==> config.mk <==
export PLATFORM = sky130hd
export DESIGN_NAME = calc_operand_sequencer
export DESIGN_NICKNAME = d
export VERILOG_FILES = /design/src/rtl/calc_pkg.sv /design/src/rtl/calc_operand_sequencer_bcd_entry_reg.sv /design/src/rtl/calc_operand_sequencer.sv
export SDC_FILE = /design/constraint.sdc
export NUM_CORES = 1
export LEC_CHECK = 0
export ABC_AREA = 1
export CORE_AREA = 3 3 84 86
export CTS_CLUSTER_DIAMETER = 50
export DETAILED_ROUTE_END_ITERATION = 12
export DIE_AREA = 0 0 87 89
export GPL_ROUTABILITY_DRIVEN = 0
export PLACE_DENSITY = 0.66
export SYNTH_ARGS = -nofsm -noshare
export SYNTH_HDL_FRONTEND = slang
export SYNTH_SLANG_ARGS = --single-unit
==> constraint.sdc <==
create_clock -name clk -period 2.3 [get_ports clk]
set_input_delay 0.46 -clock clk [delete_from_list [all_inputs] [get_ports clk]]
set_output_delay 0.46 -clock clk [all_outputs]
set_load 0.02 [all_outputs]
==> src/rtl/calc_pkg.sv <==
// Shared types and constants for the calculator operand sequencer.
package calc_pkg;

    localparam int unsigned BCD_W      = 13;
    localparam int unsigned BIN_W      = 11;
    localparam int unsigned MAX_DIGITS = 3;
    localparam int unsigned DIGIT_W    = 4;
    localparam int unsigned CNT_W      = 2;
    localparam int unsigned WAIT_W     = 3;

    typedef enum logic [2:0] {
        ENTRY_A,
        CONV_A,
        ENTRY_B,
        CONV_B,
        HOLD
    } seq_state_t;

    // Keypad events, encoded in ascending priority order.
    typedef enum logic [2:0] {
        EV_NONE,
        EV_DIGIT,
        EV_SIGN,
        EV_ENTER,
        EV_CLEAR
    } key_evt_t;

    function automatic key_evt_t pick_event(input logic clr, input logic ent,
                                            input logic sgn, input logic dig);
        if (clr) return EV_CLEAR;
        if (ent) return EV_ENTER;
        if (sgn) return EV_SIGN;
        if (dig) return EV_DIGIT;
        return EV_NONE;
    endfunction

endpackage

==> src/rtl/calc_operand_sequencer_bcd_entry_reg.sv <==
// Signed 3-digit BCD entry register: digit shift, sign toggle, digit count, overflow flag.
// CALC_DIGIT_OVF_EN: drop a 4th digit and raise a sticky overflow instead of rolling it in.
module bcd_entry_reg
    import calc_pkg::*;
(
    input  logic               clk_i,
    input  logic               reset_i,
    input  logic               entry_clr_i,
    input  logic               ovf_clr_i,
    input  logic               digit_en_i,
    input  logic [DIGIT_W-1:0] digit_i,
    input  logic               sign_en_i,
    output logic [BCD_W-1:0]   entry_o,
    output logic               ovf_o
);

    localparam int unsigned MAG_W = BCD_W - 1;

    logic [BCD_W-1:0] entry_q, entry_d;
    logic [CNT_W-1:0] count_q, count_d;
    logic             ovf_q, ovf_d;

    always_comb begin
        entry_d = entry_q;
        count_d = count_q;
        ovf_d   = ovf_q;
        if (entry_clr_i) begin
            entry_d = '0;
            count_d = '0;
        end else if (sign_en_i) begin
            entry_d[BCD_W-1] = ~entry_q[BCD_W-1];
        end else if (digit_en_i && (digit_i <= DIGIT_W'(9))) begin
`ifdef CALC_DIGIT_OVF_EN
            if (count_q == CNT_W'(MAX_DIGITS)) begin
                ovf_d = 1'b1;
            end else begin
                entry_d[MAG_W-1:0] = {entry_q[MAG_W-DIGIT_W-1:0], digit_i};
                count_d            = count_q + CNT_W'(1);
            end
`else
            // Roll-in: the most-significant digit falls off the top.
            entry_d[MAG_W-1:0] = {entry_q[MAG_W-DIGIT_W-1:0], digit_i};
            if (count_q != CNT_W'(MAX_DIGITS)) begin
                count_d = count_q + CNT_W'(1);
            end
`endif
        end
        if (ovf_clr_i) begin
            ovf_d = 1'b0;
        end
    end

    always_ff @(posedge clk_i) begin
        if (reset_i) begin
            entry_q <= '0;
            count_q <= '0;
            ovf_q   <= 1'b0;
        end else begin
            entry_q <= entry_d;
            count_q <= count_d;
            ovf_q   <= ovf_d;
        end
    end

    assign entry_o = entry_q;
    assign ovf_o   = ovf_q;

endmodule

==> src/rtl/calc_operand_sequencer.sv <==
// Collects two signed BCD operands, converts each through the external converter, hands both to the ALU.
// Optional CALC_DIGIT_OVF_EN selects digit-overflow detection in the entry register.
module calc_operand_sequencer
    import calc_pkg::*;
#(
    parameter int unsigned CONV_WAIT = 1
) (
    input  logic               clk,
    input  logic               reset,
    input  logic               digit_valid,
    input  logic [DIGIT_W-1:0] digit,
    input  logic               sign_toggle,
    input  logic               enter,
    input  logic               clear,
    output logic [BCD_W-1:0]   conv_operand,
    input  logic [BIN_W-1:0]   conv_result,
    output logic [BCD_W-1:0]   entry_bcd,
    output logic [BIN_W-1:0]   op_a,
    output logic [BIN_W-1:0]   op_b,
    output logic               operands_valid,
    input  logic               operands_ready,
    output logic               busy,
    output logic               entry_ovf
);

    seq_state_t        state_q, state_d;
    logic [WAIT_W-1:0] wait_q, wait_d;
    logic [BIN_W-1:0]  op_a_q, op_a_d, op_b_q, op_b_d;
    logic              valid_q, busy_q;

    key_evt_t          evt;
    logic              in_entry, in_conv, conv_done, leave_hold;
    logic [BCD_W-1:0]  entry_q;
    logic [BIN_W-1:0]  conv_val;

    assign evt        = pick_event(clear, enter, sign_toggle, digit_valid);
    assign in_entry   = (state_q == ENTRY_A) || (state_q == ENTRY_B);
    assign in_conv    = (state_q == CONV_A) || (state_q == CONV_B);
    assign conv_done  = in_conv && (wait_q == WAIT_W'(CONV_WAIT - 1));
    assign leave_hold = (state_q == HOLD) && operands_ready;
    // A zero magnitude is always +0, whatever sign the converter reports.
    assign conv_val   = (entry_q[BCD_W-2:0] == '0) ? '0 : conv_result;

    bcd_entry_reg u_entry (
        .clk_i       (clk),
        .reset_i     (reset),
        .entry_clr_i (clear | conv_done),
        .ovf_clr_i   (clear | leave_hold),
        .digit_en_i  (in_entry && (evt == EV_DIGIT)),
        .digit_i     (digit),
        .sign_en_i   (in_entry && (evt == EV_SIGN)),
        .entry_o     (entry_q),
        .ovf_o       (entry_ovf)
    );

    always_comb begin
        state_d = state_q;
        wait_d  = wait_q;
        op_a_d  = op_a_q;
        op_b_d  = op_b_q;
        case (state_q)
            ENTRY_A: if (evt == EV_ENTER) state_d = CONV_A;
            CONV_A: begin
                if (conv_done) begin
                    op_a_d  = conv_val;
                    wait_d  = '0;
                    state_d = ENTRY_B;
                end else begin
                    wait_d = wait_q + WAIT_W'(1);
                end
            end
            ENTRY_B: if (evt == EV_ENTER) state_d = CONV_B;
            CONV_B: begin
                if (conv_done) begin
                    op_b_d  = conv_val;
                    wait_d  = '0;
                    state_d = HOLD;
                end else begin
                    wait_d = wait_q + WAIT_W'(1);
                end
            end
            HOLD:    if (operands_ready) state_d = ENTRY_A;
            default: state_d = ENTRY_A;
        endcase
        // Clear overrides everything and discards any partial conversion.
        if (clear) begin
            state_d = ENTRY_A;
            wait_d  = '0;
            op_a_d  = '0;
            op_b_d  = '0;
        end
    end

    always_ff @(posedge clk) begin
        if (reset) begin
            state_q <= ENTRY_A;
            wait_q  <= '0;
            op_a_q  <= '0;
            op_b_q  <= '0;
            valid_q <= 1'b0;
            busy_q  <= 1'b0;
        end else begin
            state_q <= state_d;
            wait_q  <= wait_d;
            op_a_q  <= op_a_d;
            op_b_q  <= op_b_d;
            valid_q <= (state_d == HOLD);
            busy_q  <= (state_d == CONV_A) || (state_d == CONV_B) || (state_d == HOLD);
        end
    end

    assign conv_operand   = entry_q;
    assign entry_bcd      = entry_q;
    assign op_a           = op_a_q;
    assign op_b           = op_b_q;
    assign operands_valid = valid_q;
    assign busy           = busy_q;

endmodule

# == Yosys cells after proc, flatten, opt, wreduce, memory -nomap -nowiden ==
# Cells that the tools add are included.
# op_classes
n_addsub,1
order_cmp,1
eq_ne,10
muxes,27
bitwise,3
n_reduce_logical,17
# op_table
op,count
$mux 3,15
$eq 3x2->1 const B,5
$pmux 3 s5,1
$logic_not 12->1,1
$mux 11,1
$mux 1,10
$eq 3x1->1 const B,3
$eq 3x3->1 const B,2
$logic_not 3->1,2
$reduce_and 2->1,3
$reduce_or 2->1,3
$le 4x4->1 const B,1
$logic_and 1x1->1,4
$logic_or 1x1->1,4
$add 3x1->3 const B,1
$not 1->1,2
$or 1x1->1,1
# totals
register_bits,43
in_bits,22
output_inout_bits,51

# == Longest topological paths before layout ==
# Gate-level depths: netlist (run 1).
# logic_depth
word_depth,18
mapped_depth,9

# == Cells and area by module ==
# Synthesis (run 1) repeated with hierarchy kept, for this count alone.
# hier_totals
hier_cells,300
hier_area_um2,2145.8
# modules_own_cells
module,n_inst,cells_per_inst,area_each_um2
calc_operand_sequencer,1,215,1542.7
bcd_entry_reg,1,85,603.1

# == Worst setup path after synthesis (run 1) ==
# Ideal clock, no wire load.
# synth_path
kind,register -> register
start,register wait_q[0]
end,register op_a_q[0] (netlist: op_a[0])
setup_ps,119
arrival_time_ps,1162
required_ps,2181
slack_ps,1019
path_stages_with_launch,9
path_cell_list,dfxtp_1 > inv_1 > ha_1 > nand2_2 > nor2_8 > nand2_4 > inv_1 > buf_2 > a21oi_1
# synth_via
elab_chain_len,3
# synth_rtl
element,line,text
"start, declared",calc_operand_sequencer.sv:27,"logic [WAIT_W-1:0] wait_q, wait_d;"
"start signal, assigned",calc_operand_sequencer.sv:104,wait_q <= wait_d;
$logic_not 3->1,calc_operand_sequencer.sv:39,assign conv_done = in_conv && (wait_q == WAIT_W'(CONV_WAIT - 1));
$logic_and 1x1->1,calc_operand_sequencer.sv:39,
$reduce_and 2->1 (no line),--,
"end signal, assigned",calc_operand_sequencer.sv:105,op_a_q <= op_a_d;
"end, declared",calc_operand_sequencer.sv:28,"logic [BIN_W-1:0] op_a_q, op_a_d, op_b_q, op_b_d;"
# No other way between the ends.
# A chain may end at the register's enable or synchronous reset.

# == Worst setup path in the final report (run 1) ==
# layout_path
start,register u_entry.entry_q[6] (netlist: u_entry.entry_o[6])
end,output port entry_bcd[6]
# layout_rtl
element,line,text
"start, declared",calc_operand_sequencer_bcd_entry_reg.sv:19,"logic [BCD_W-1:0] entry_q, entry_d;"
"start signal, assigned",calc_operand_sequencer_bcd_entry_reg.sv:59,entry_q <= entry_d;
"end, declared",calc_operand_sequencer.sv:17,"output logic [BCD_W-1:0] entry_bcd,"
# No word-level cell between the ends.

==> run_results.csv, run 1 <==
group,metric,value,unit
setup_path,worstSetupStartpoint,"u_entry.entry_o[6]$_SDFFE_PP0P_",
routing,detail_route.iter0.violations,55,
final_layout,drive_gt1_share,6.23,%
synth,synth_top_cell_by_area,"sky130_fd_sc_hd__dfxtp_1",
synth,synth_sequential_area_ratio,41.7,%
clocking,cts_hold_buffers,0,
synth,ys_top_cells_by_area,"sky130_fd_sc_hd__dfxtp_1 (42%), sky130_fd_sc_hd__nand2_1 (15%), sky130_fd_sc_hd__inv_1 (7.1%), sky130_fd_sc_hd__nor2_1 (7.1%), sky130_fd_sc_hd__a21oi_1 (6.3%)",
clocking,tritoncts_num_sinks,43,
clocking,cts.reportedPaths.clkPinSlew,0.08,ns
grt,grtUsageTotal,12.6,%
setup_path,critical_path.n_buffers_inverters,1,
synth,synth.yosys.warnings,0,
grt,antenna_violations_before_repair,0,
job,max_cap_viol_count,0,
synth,synth_top_cell_area_share,41.7,%
routing,antenna_violating_nets_post_route,0,
power,total_power,1.46,mW
floorplan,die_w,87,um
setup_path,critPathLaunchType,"register",
final_layout,fin_nets,376,
grt,first_global_vias,1722,
synth,syn_area,0.00206,mm2
timing,worst_clock_skew_on_the_final_layout,0.00706,ns
power,p_sw_share,26.8,%
placement,preCtsSetupSlack,0.433,ns
power,irDropWorstVdd,0.231,mV
placement,dp_hpwl,3540,um
floorplan,floorplan.initialDensity,32.5,%
synth,syn-num-nets,320,
power,internal_power,1.07,mW
timing,timing_hold_violations_final,0,
synth,synth-main-ff-cell,"sky130_fd_sc_hd__dfxtp_1",
floorplan,io_pins,73,
power,p_per_area,521,mW/mm2
floorplan,rows,29,
grt,grt_overflow_total,0,
routing,drt_first_pass_iters,4,
timing,worst_slack,0.488,ns
min_path,min_delay_path_class,"reg -> reg",
min_path,hold_sp,"wait_q[1]$_SDFFE_PP0P_",
routing,drt_drc_violations_left,0,
routing,route.vias.total,1883,
synth,asyncSetResetFlopFracSynth,0,%
setup_path,crit_path_max_incr_delay,0.65,ns
timing,finalSetupViolations,0,
placement,numPortBuffers,71,
clocking,clock_latency_of_the_later_clocked_register_in_the_worst_skew_pair,0.29,ns
timing,finalMaxSlewViolations,0,
clocking,cts_resized,0,
timing,setup_repair_after_global_routing_missed_its_margin,"false",
clocking,max-clock-path-buffers,2,
floorplan,core_area,0.00635,mm2
setup_path,setup.worst_path.class,"reg -> out",
clocking,post-cts-setup-buffers,0,
clocking,cts.root.buffer_cell,"sky130_fd_sc_hd__clkbuf_8",
clocking,htree_num_levels,2,
final_layout,antenna-diode-count,0,
timing,finalWorstPathRequiredPeriod,1.81,ns
power,net_sw_power,0.391,mW
status,result_of_the_run,"complete, no violations",
setup_path,cell_family_contributing_the_most_delay_on_the_critical_path,"buffers and inverters",
timing,timing.fmax,0.552,GHz
synth,yosysMostFrequentCell,"sky130_fd_sc_hd__nand2_1",
setup_path,worstSetupEndpointType,"output port",
timing,fin_crit_sh,78.8,%
grt,first_pass_grt_wire_length,7700,um
clocking,tritoncts,"yes",
power,power.share.clock,32.0,%
synth,synth.avg_cell_area,6.97,um2
setup_path,crit_path_max_fo,5,
final_layout,area_growth,35.4,%
power,seq_power_share,52.6,%
floorplan,die_h,89,um
routing,drt-total-wl,4770,um
synth,synth.distinct_cells,24,
power,power.share.combinational,15.4,%
routing,number_of_vias_per_cell_after_detailed_routing,4.38,
power,cellLeakagePower,1.22,nW
setup_path,critical_path.cell_chain,"clkdlybuf4s50_1",
setup_path,worst_path_max_delay_cell,"sky130_fd_sc_hd__clkdlybuf4s50_1",
clocking,tritoncts.num_buffers,5,
setup_path,worst-endpoint-required,1.84,ns
timing,tns,0,ns
synth,syn_inst,296,
synth,ys_ff_latch,43,
floorplan,die_area,0.00774,mm2
setup_path,timing.rr.start,"wait_q[0]$_SDFFE_PP0P_",
grt,grt_max_degree,23,
setup_path,timing.critical_path.arrival,1.35,ns
synth,synth_edf_count,0,
synth,netlist_top_cells_count,"sky130_fd_sc_hd__nand2_1 (85), sky130_fd_sc_hd__dfxtp_1 (43), sky130_fd_sc_hd__inv_1 (39), sky130_fd_sc_hd__nor2_1 (39), sky130_fd_sc_hd__a21oi_1 (26)",
routing,wl_per_cell,11.1,um
[flip-flops by register name (all words and copies together) (netlist names)]
name             count
state_q              3
op_b                11
busy                 1
op_a                11
wait_q               3
operands_valid       1
u_entry.entry_o     13
[power by group through the flow]
stage	clock (mW)	combinational, mW	sequential, mW
finish	0.466	0.225	0.766
global route	0.512	0.251	0.769
CTS	0.486	0.228	0.767
detailed placement	0	0.227	0.784
global placement	0	0.225	0.784
floorplan	0	0.131	0.796
[per-stage QoR]
stage,instance area [um2],utilization [%],std cells,hold WS (ns)
2_1_floorplan,2060,-,296,0.461
3_3_place_gp,2710,42.7,422,0.476
3_5_place_dp,2710,42.7,422,0.484
4_1_cts,2800,44.0,430,0.498
5_1_grt,2800,44.0,430,0.526
6_report,2800,44.0,430,0.498
[path summary, 6_finish.rpt]
kind                            slack [ns]                endpoint  cells past startpoint
worst max register to register        0.70    op_a[4]$_SDFFE_PP0P_                      7
worst max-delay path                  0.49            entry_bcd[6]                      1
worst min register to register        0.50  wait_q[1]$_SDFFE_PP0P_                      2
worst min-delay path                  0.50  wait_q[1]$_SDFFE_PP0P_                      2
[cell usage in the layout, fill, tap and decap left out, drive strengths merged, types with 2 or more instances in the layout]
| cell | n |
|---|---|
| buf | 3 |
| dfxtp | 43 |
| nor2 | 43 |
| nand3b | 8 |
| clkdlybuf4s50 | 71 |
| nor3 | 2 |
| nand2 | 89 |
| inv | 43 |
| o21ai | 5 |
| ha | 2 |
| a21oi | 26 |
| clkbuf | 6 |
| nand3 | 7 |
[worst register-to-register path: stages (launching register included)]
cell	delay, ns
sky130_fd_sc_hd__dfxtp_1	0.33
sky130_fd_sc_hd__inv_1	0.08
sky130_fd_sc_hd__ha_1	0.16
sky130_fd_sc_hd__nand2_2	0.13
sky130_fd_sc_hd__nor2_8	0.19
sky130_fd_sc_hd__nand2_4	0.13
sky130_fd_sc_hd__inv_1	0.33
sky130_fd_sc_hd__a21oi_1	0.13
[final cells by class]
cell class | instances | area, um2
Timing Repair Buffer | 74 | 733
Clock buffer | 6 | 72.6
Clock inverter | 2 | 12.5
Multi-Input combinational cell | 185 | 858
Fill cell | 652 | 3550
Tap cell | 77 | 96.3
Inverter | 43 | 161
Sequential cell | 43 | 861
[logic make-up (layout without fill, tap and decap cells)]
group,count (synthesis),in the layout,share of synthesized area (%)
flip-flops,43,43,41.7
buffers and inverters,68,125,16.7
AND/OR/NAND/NOR,149,149,31.9
adder cells (fa/ha/maj),2,2,1.21
AO/OA/AOI/OAI,33,33,8.24
other,1,1,0.182
[per-layer routing]
metal,GRT usage [%],share of wire (%)
met2,21.7,47
met3,2.86,6.2
met4,5.10,1.2
met5,0,0
met1,15.1,45
No activity file was read; power rests on OpenSTA's default activity.
==> run 2, diff against run 1 <==
clock period = 1.9 ns   (was 2.3 ns; I/O delays follow)
==> run_results.csv, run 2 (synthesis gave the netlist of run 1 again) <==
group,metric,value,unit
placement,numPortBuffers,71,
timing,tns,0,ns
power,p_per_area,630,mW/mm2
placement,dpl.cell_count,422,
grt,met3_usage,3.32,%
grt,antenna_violations_before_repair,0,
clocking,htree_num_levels,2,
clocking,post-cts-setup-buffers,0,
grt,grtUsageTotal,12.1,%
clocking,cts.reportedPaths.clkPinSlew,0.08,ns
setup_path,worstSetupEndpointType,"output port",
clocking,cts.root.buffer_cell,"sky130_fd_sc_hd__clkbuf_8",
timing,timing_hold_violations_final,0,
min_path,min_delay_path_class,"reg -> reg",
routing,drt-total-wl,4700,um
final_layout,layout.cells.most_common_list,"sky130_fd_sc_hd__nand2_1 (85), sky130_fd_sc_hd__clkdlybuf4s50_1 (71), sky130_fd_sc_hd__dfxtp_1 (43)",
final_layout,share_of_the_core_filled_with_cells,44.0,%
grt,globalRouteMet1Util,15.0,%
clocking,cts_hold_buffers,0,
routing,detail_route.iter0.violations,89,
setup_path,critical_path.cell_chain,"clkdlybuf4s50_1",
grt,globalRoute.busiestLayer,"met2",
final_layout,antenna-diode-count,0,
timing,finalWorstPathRequiredPeriod,1.74,ns
grt,first_pass_grt_wire_length,7470,um
floorplan,rows,29,
setup_path,worst-endpoint-required,1.52,ns
power,cellLeakagePower,1.22,nW
setup_path,crit_path_max_incr_delay,0.65,ns
routing,number_of_vias_per_cell_after_detailed_routing,4.28,
floorplan,die_h,89,um
final_layout,area_growth,35.4,%
timing,fin_crit_sh,91.3,%
setup_path,critPathLaunchType,"register",
setup_path,worst-r2r-cell-count,7,
final_layout,number_of_flip_flops_in_the_largest_register,13,
clocking,cts_resized,0,
grt,grt_max_degree,23,
clocking,tritoncts_num_sinks,43,
timing,timing.fmax,0.576,GHz
setup_path,cell_family_contributing_the_most_delay_on_the_critical_path,"buffers and inverters",
setup_path,worst_path_max_delay_cell,"sky130_fd_sc_hd__clkdlybuf4s50_1",
status,result_of_the_run,"complete, no violations",
final_layout,nFillCells,673,
routing,wl_per_cell,10.9,um
timing,finalSetupViolations,0,
grt,first_global_vias,1681,
job,max_cap_viol_count,0,
clocking,tritoncts,"yes",
setup_path,crit_path_max_fo,5,
power,irDropWorstVdd,0.241,mV
setup_path,setup.worst_path.class,"reg -> out",
final_layout,drive_gt1_share,6.23,%
routing,drt_drc_violations_left,0,
timing,finalMaxSlewViolations,0,
final_layout,fin_nets,376,
floorplan,die_area,0.00774,mm2
routing,route.vias.total,1841,
floorplan,die_w,87,um
final_layout,seqCellArea,861,um2
clocking,tritoncts.num_buffers,5,
timing,worst_clock_skew_on_the_final_layout,0.00930,ns
final_layout,multi_input_comb_area,858,um2
placement,dp_hpwl,3500,um
grt,globalRouteMet2Util,20.6,%
floorplan,io_pins,73,
routing,antenna_violating_nets_post_route,0,
min_path,hold_depth,2,
timing,setup_repair_after_global_routing_missed_its_margin,"false",
clocking,max-clock-path-buffers,2,
final_layout,post_layout_nonfiller_instances,430,
setup_path,timing.critical_path.arrival,1.36,ns
final_layout,mostFrequentLayoutCell,"sky130_fd_sc_hd__nand2_1",
grt,grt_overflow_total,0,
floorplan,core_area,0.00635,mm2
setup_path,critical_path.n_buffers_inverters,1,
floorplan,floorplan.initialDensity,32.5,%
setup_path,critical_path_cell_count,1,
routing,drt_first_pass_iters,4,
clocking,clock_latency_of_the_later_clocked_register_in_the_worst_skew_pair,0.29,ns
==> run 2: cell type report <==
type | count | share of cell area, %
Sequential cell | 43 | 30.8
Multi-Input combinational cell | 185 | 30.7
Timing Repair Buffer | 74 | 26.2
Inverter | 43 | 5.77
Tap cell | 77 | 3.45
Clock buffer | 6 | 2.60
Clock inverter | 2 | 0.448
==> run 2: worst paths after layout <==
| check | endpoint | start | slack [ns] |
|---|---|---|---|
| worst max-delay path | entry_bcd[6] | u_entry.entry_o[6]$_SDFFE_PP0P_ | 0.16 |
| worst max register to register | op_a[2]$_SDFFE_PP0P_ | wait_q[0]$_SDFFE_PP0P_ | 0.27 |
| worst min-delay path | wait_q[1]$_SDFFE_PP0P_ | wait_q[1]$_SDFFE_PP0P_ | 0.50 |
| worst min register to register | wait_q[1]$_SDFFE_PP0P_ | wait_q[1]$_SDFFE_PP0P_ | 0.50 |
==> run 2: routing by layer <==
layer / vias to the layer above / wire length [um]
met4: 0 / 53
met2: 49 / 2140
met3: 5 / 240
li1: 984 / -
met1: 803 / 2260
met5: - / 0
==> run 2: report_power, final <==
part,internal (mW),leakage [nW],switching (mW)
Sequential,0.915,0.348,0.0122
Combinational,0.118,0.826,0.153
Clock,0.257,0.0412,0.305
==> run 2: stage by stage <==
stage,instance area (um2),hold WS (ns),setup slack [ns],total power [mW]
2_1_floorplan,2060,0.461,0.619,1.12
3_3_place_gp,2710,0.476,0.156,1.22
3_5_place_dp,2710,0.488,0.124,1.22
4_1_cts,2800,0.500,0.129,1.78
5_1_grt,2800,0.528,0.0982,1.85
6_report,2800,0.499,0.165,1.76
==> run 3, diff against run 2 <==
CORE_AREA = 2 2 83 85   (was 3 3 84 86)
DIE_AREA = 0 0 85 87   (was 0 0 87 89)
==> run_results.csv, run 3 (synthesis gave the netlist of run 1 again) <==
group,metric,value,unit
timing,worst_slack,0.160,ns
grt,grt_max_degree,23,
power,cellLeakagePower,1.22,nW
clocking,clock_latency_of_the_later_clocked_register_in_the_worst_skew_pair,0.29,ns
timing,timing.fmax,0.575,GHz
routing,number_of_vias_per_cell_after_detailed_routing,4.31,
setup_path,critical_path.n_buffers_inverters,1,
placement,dp_hpwl,3550,um
routing,drt_first_pass_iters,4,
timing,finalWorstPathRequiredPeriod,1.74,ns
final_layout,share_of_the_core_filled_with_cells,42.6,%
floorplan,core_area,0.00657,mm2
timing,fin_crit_sh,91.6,%
setup_path,timing.critical_path.arrival,1.36,ns
clocking,cts.root.buffer_cell,"sky130_fd_sc_hd__clkbuf_8",
floorplan,die_w,85,um
timing,tns,0,ns
min_path,hold_sp,"wait_q[0]$_SDFFE_PP0P_",
final_layout,number_of_flip_flops_in_the_largest_register,13,
clocking,max-clock-path-buffers,2,
final_layout,antenna-diode-count,0,
power,irDropWorstVdd,0.303,mV
timing,finalSetupViolations,0,
final_layout,nFillCells,667,
grt,first_pass_grt_wire_length,7560,um
setup_path,worst-r2r-cell-count,7,
clocking,tritoncts_num_sinks,43,
setup_path,worstSetupEndpointType,"output port",
power,p_per_area,635,mW/mm2
setup_path,timing.rr.start,"wait_q[0]$_SDFFE_PP0P_",
setup_path,worstReg2RegEnd,"op_a[8]$_SDFFE_PP0P_",
final_layout,area_growth,35.6,%
timing,setup_repair_after_global_routing_missed_its_margin,"false",
floorplan,rows,30,
routing,drt-total-wl,4760,um
min_path,hold_end,"wait_q[0]$_SDFFE_PP0P_",
placement,numPortBuffers,71,
min_path,hold_depth,2,
clocking,tritoncts,"yes",
grt,antenna_violations_before_repair,0,
status,result_of_the_run,"complete, no violations",
final_layout,layout.cells.most_common_list,"sky130_fd_sc_hd__nand2_1 (85), sky130_fd_sc_hd__clkdlybuf4s50_1 (71), sky130_fd_sc_hd__dfxtp_1 (43)",
placement,preCtsSetupSlack,0.0891,ns
setup_path,worst-endpoint-required,1.52,ns
floorplan,io_pins,73,
final_layout,drive_gt1_share,6.23,%
setup_path,critPathLaunchType,"register",
routing,drt_drc_violations_left,0,
routing,route.vias.total,1866,
setup_path,critical_path.cell_chain,"clkdlybuf4s50_1",
routing,antenna_violating_nets_post_route,0,
final_layout,mostFrequentLayoutCell,"sky130_fd_sc_hd__nand2_1",
final_layout,fin_nets,376,
job,max_cap_viol_count,0,
grt,grt_overflow_total,0,
routing,detail_route.iter0.violations,104,
floorplan,die_h,87,um
clocking,cts_hold_buffers,0,
clocking,cts.reportedPaths.clkPinSlew,0.08,ns
floorplan,die_area,0.00740,mm2
setup_path,cell_family_contributing_the_most_delay_on_the_critical_path,"buffers and inverters",
clocking,tritoncts.num_buffers,5,
routing,wl_per_cell,11.0,um
clocking,cts_resized,0,
power,total_power,1.78,mW
setup_path,r2r_setup_slack,0.29,ns
min_path,min_delay_path_class,"reg -> reg",
grt,grtUsageTotal,12.7,%
timing,timing_hold_violations_final,0,
setup_path,crit_path_max_incr_delay,0.65,ns
floorplan,floorplan.initialDensity,31.4,%
timing,worst_clock_skew_on_the_final_layout,0.0111,ns
setup_path,worst_path_max_delay_cell,"sky130_fd_sc_hd__clkdlybuf4s50_1",
setup_path,setup.worst_path.class,"reg -> out",
timing,finalMaxSlewViolations,0,
setup_path,crit_path_max_fo,5,
grt,first_global_vias,1718,
clocking,htree_num_levels,2,
clocking,post-cts-setup-buffers,0,
==> run 3: power by group <==
part / internal (mW) / switching (mW)
Combinational: 0.118 / 0.154
Sequential: 0.915 / 0.0123
Clock: 0.257 / 0.320
Total: 1.29 / 0.486
==> run 3: worst max path at each step <==
stage	endpoint	cells past startpoint	startpoint
floorplan	op_a[0]$_SDFFE_PP0P_	8	wait_q[0]$_SDFFE_PP0P_
global placement	u_entry.entry_o[8]$_SDFFE_PP0P_	6	clear
detailed placement	u_entry.entry_o[8]$_SDFFE_PP0P_	5	clear
CTS	entry_bcd[7]	1	u_entry.entry_o[7]$_SDFFE_PP0P_
global route	entry_bcd[7]	1	u_entry.entry_o[7]$_SDFFE_PP0P_
finish	entry_bcd[7]	1	u_entry.entry_o[7]$_SDFFE_PP0P_
==> run 3: final cells by class <==
type | instances | area (um2) | share of cell area (%)
well taps | 80 | 100 | 3.58
repair buffers | 74 | 733 | 26.2
inverters | 43 | 161 | 5.77
flip-flops and latches | 43 | 861 | 30.8
clock inverters | 2 | 12.5 | 0.447
clock buffers | 6 | 72.6 | 2.59
multi-input cells | 185 | 858 | 30.7
==> run 3: through the flow <==
step / instance area [um2] / hold WS (ns) / instances
floorplan: 2060 / 0.461 / 296
global placement: 2710 / 0.479 / 425
finish: 2800 / 0.492 / 433
global route: 2800 / 0.536 / 433
CTS: 2800 / 0.496 / 433
detailed placement: 2710 / 0.483 / 425
==> run 3: worst register-to-register path, cell delays in order (launching register included) <==
cell	delay [ns]
sky130_fd_sc_hd__dfxtp_1	0.33
sky130_fd_sc_hd__inv_1	0.08
sky130_fd_sc_hd__ha_1	0.16
sky130_fd_sc_hd__nand2_2	0.13
sky130_fd_sc_hd__nor2_8	0.19
sky130_fd_sc_hd__nand2_4	0.13
sky130_fd_sc_hd__inv_1	0.34
sky130_fd_sc_hd__a21oi_1	0.14
==> run 3: metal layers <==
metal | part of all wire, % | wire length [um] | global-route usage (%) | vias up
met5 | 0 | 0 | 0 | -
met4 | 2.2 | 103 | 5.19 | 0
met3 | 5.3 | 250 | 3.41 | 8
met2 | 48 | 2280 | 21.7 | 44
met1 | 45 | 2120 | 15.0 | 830
li1 | - | - | - | 984
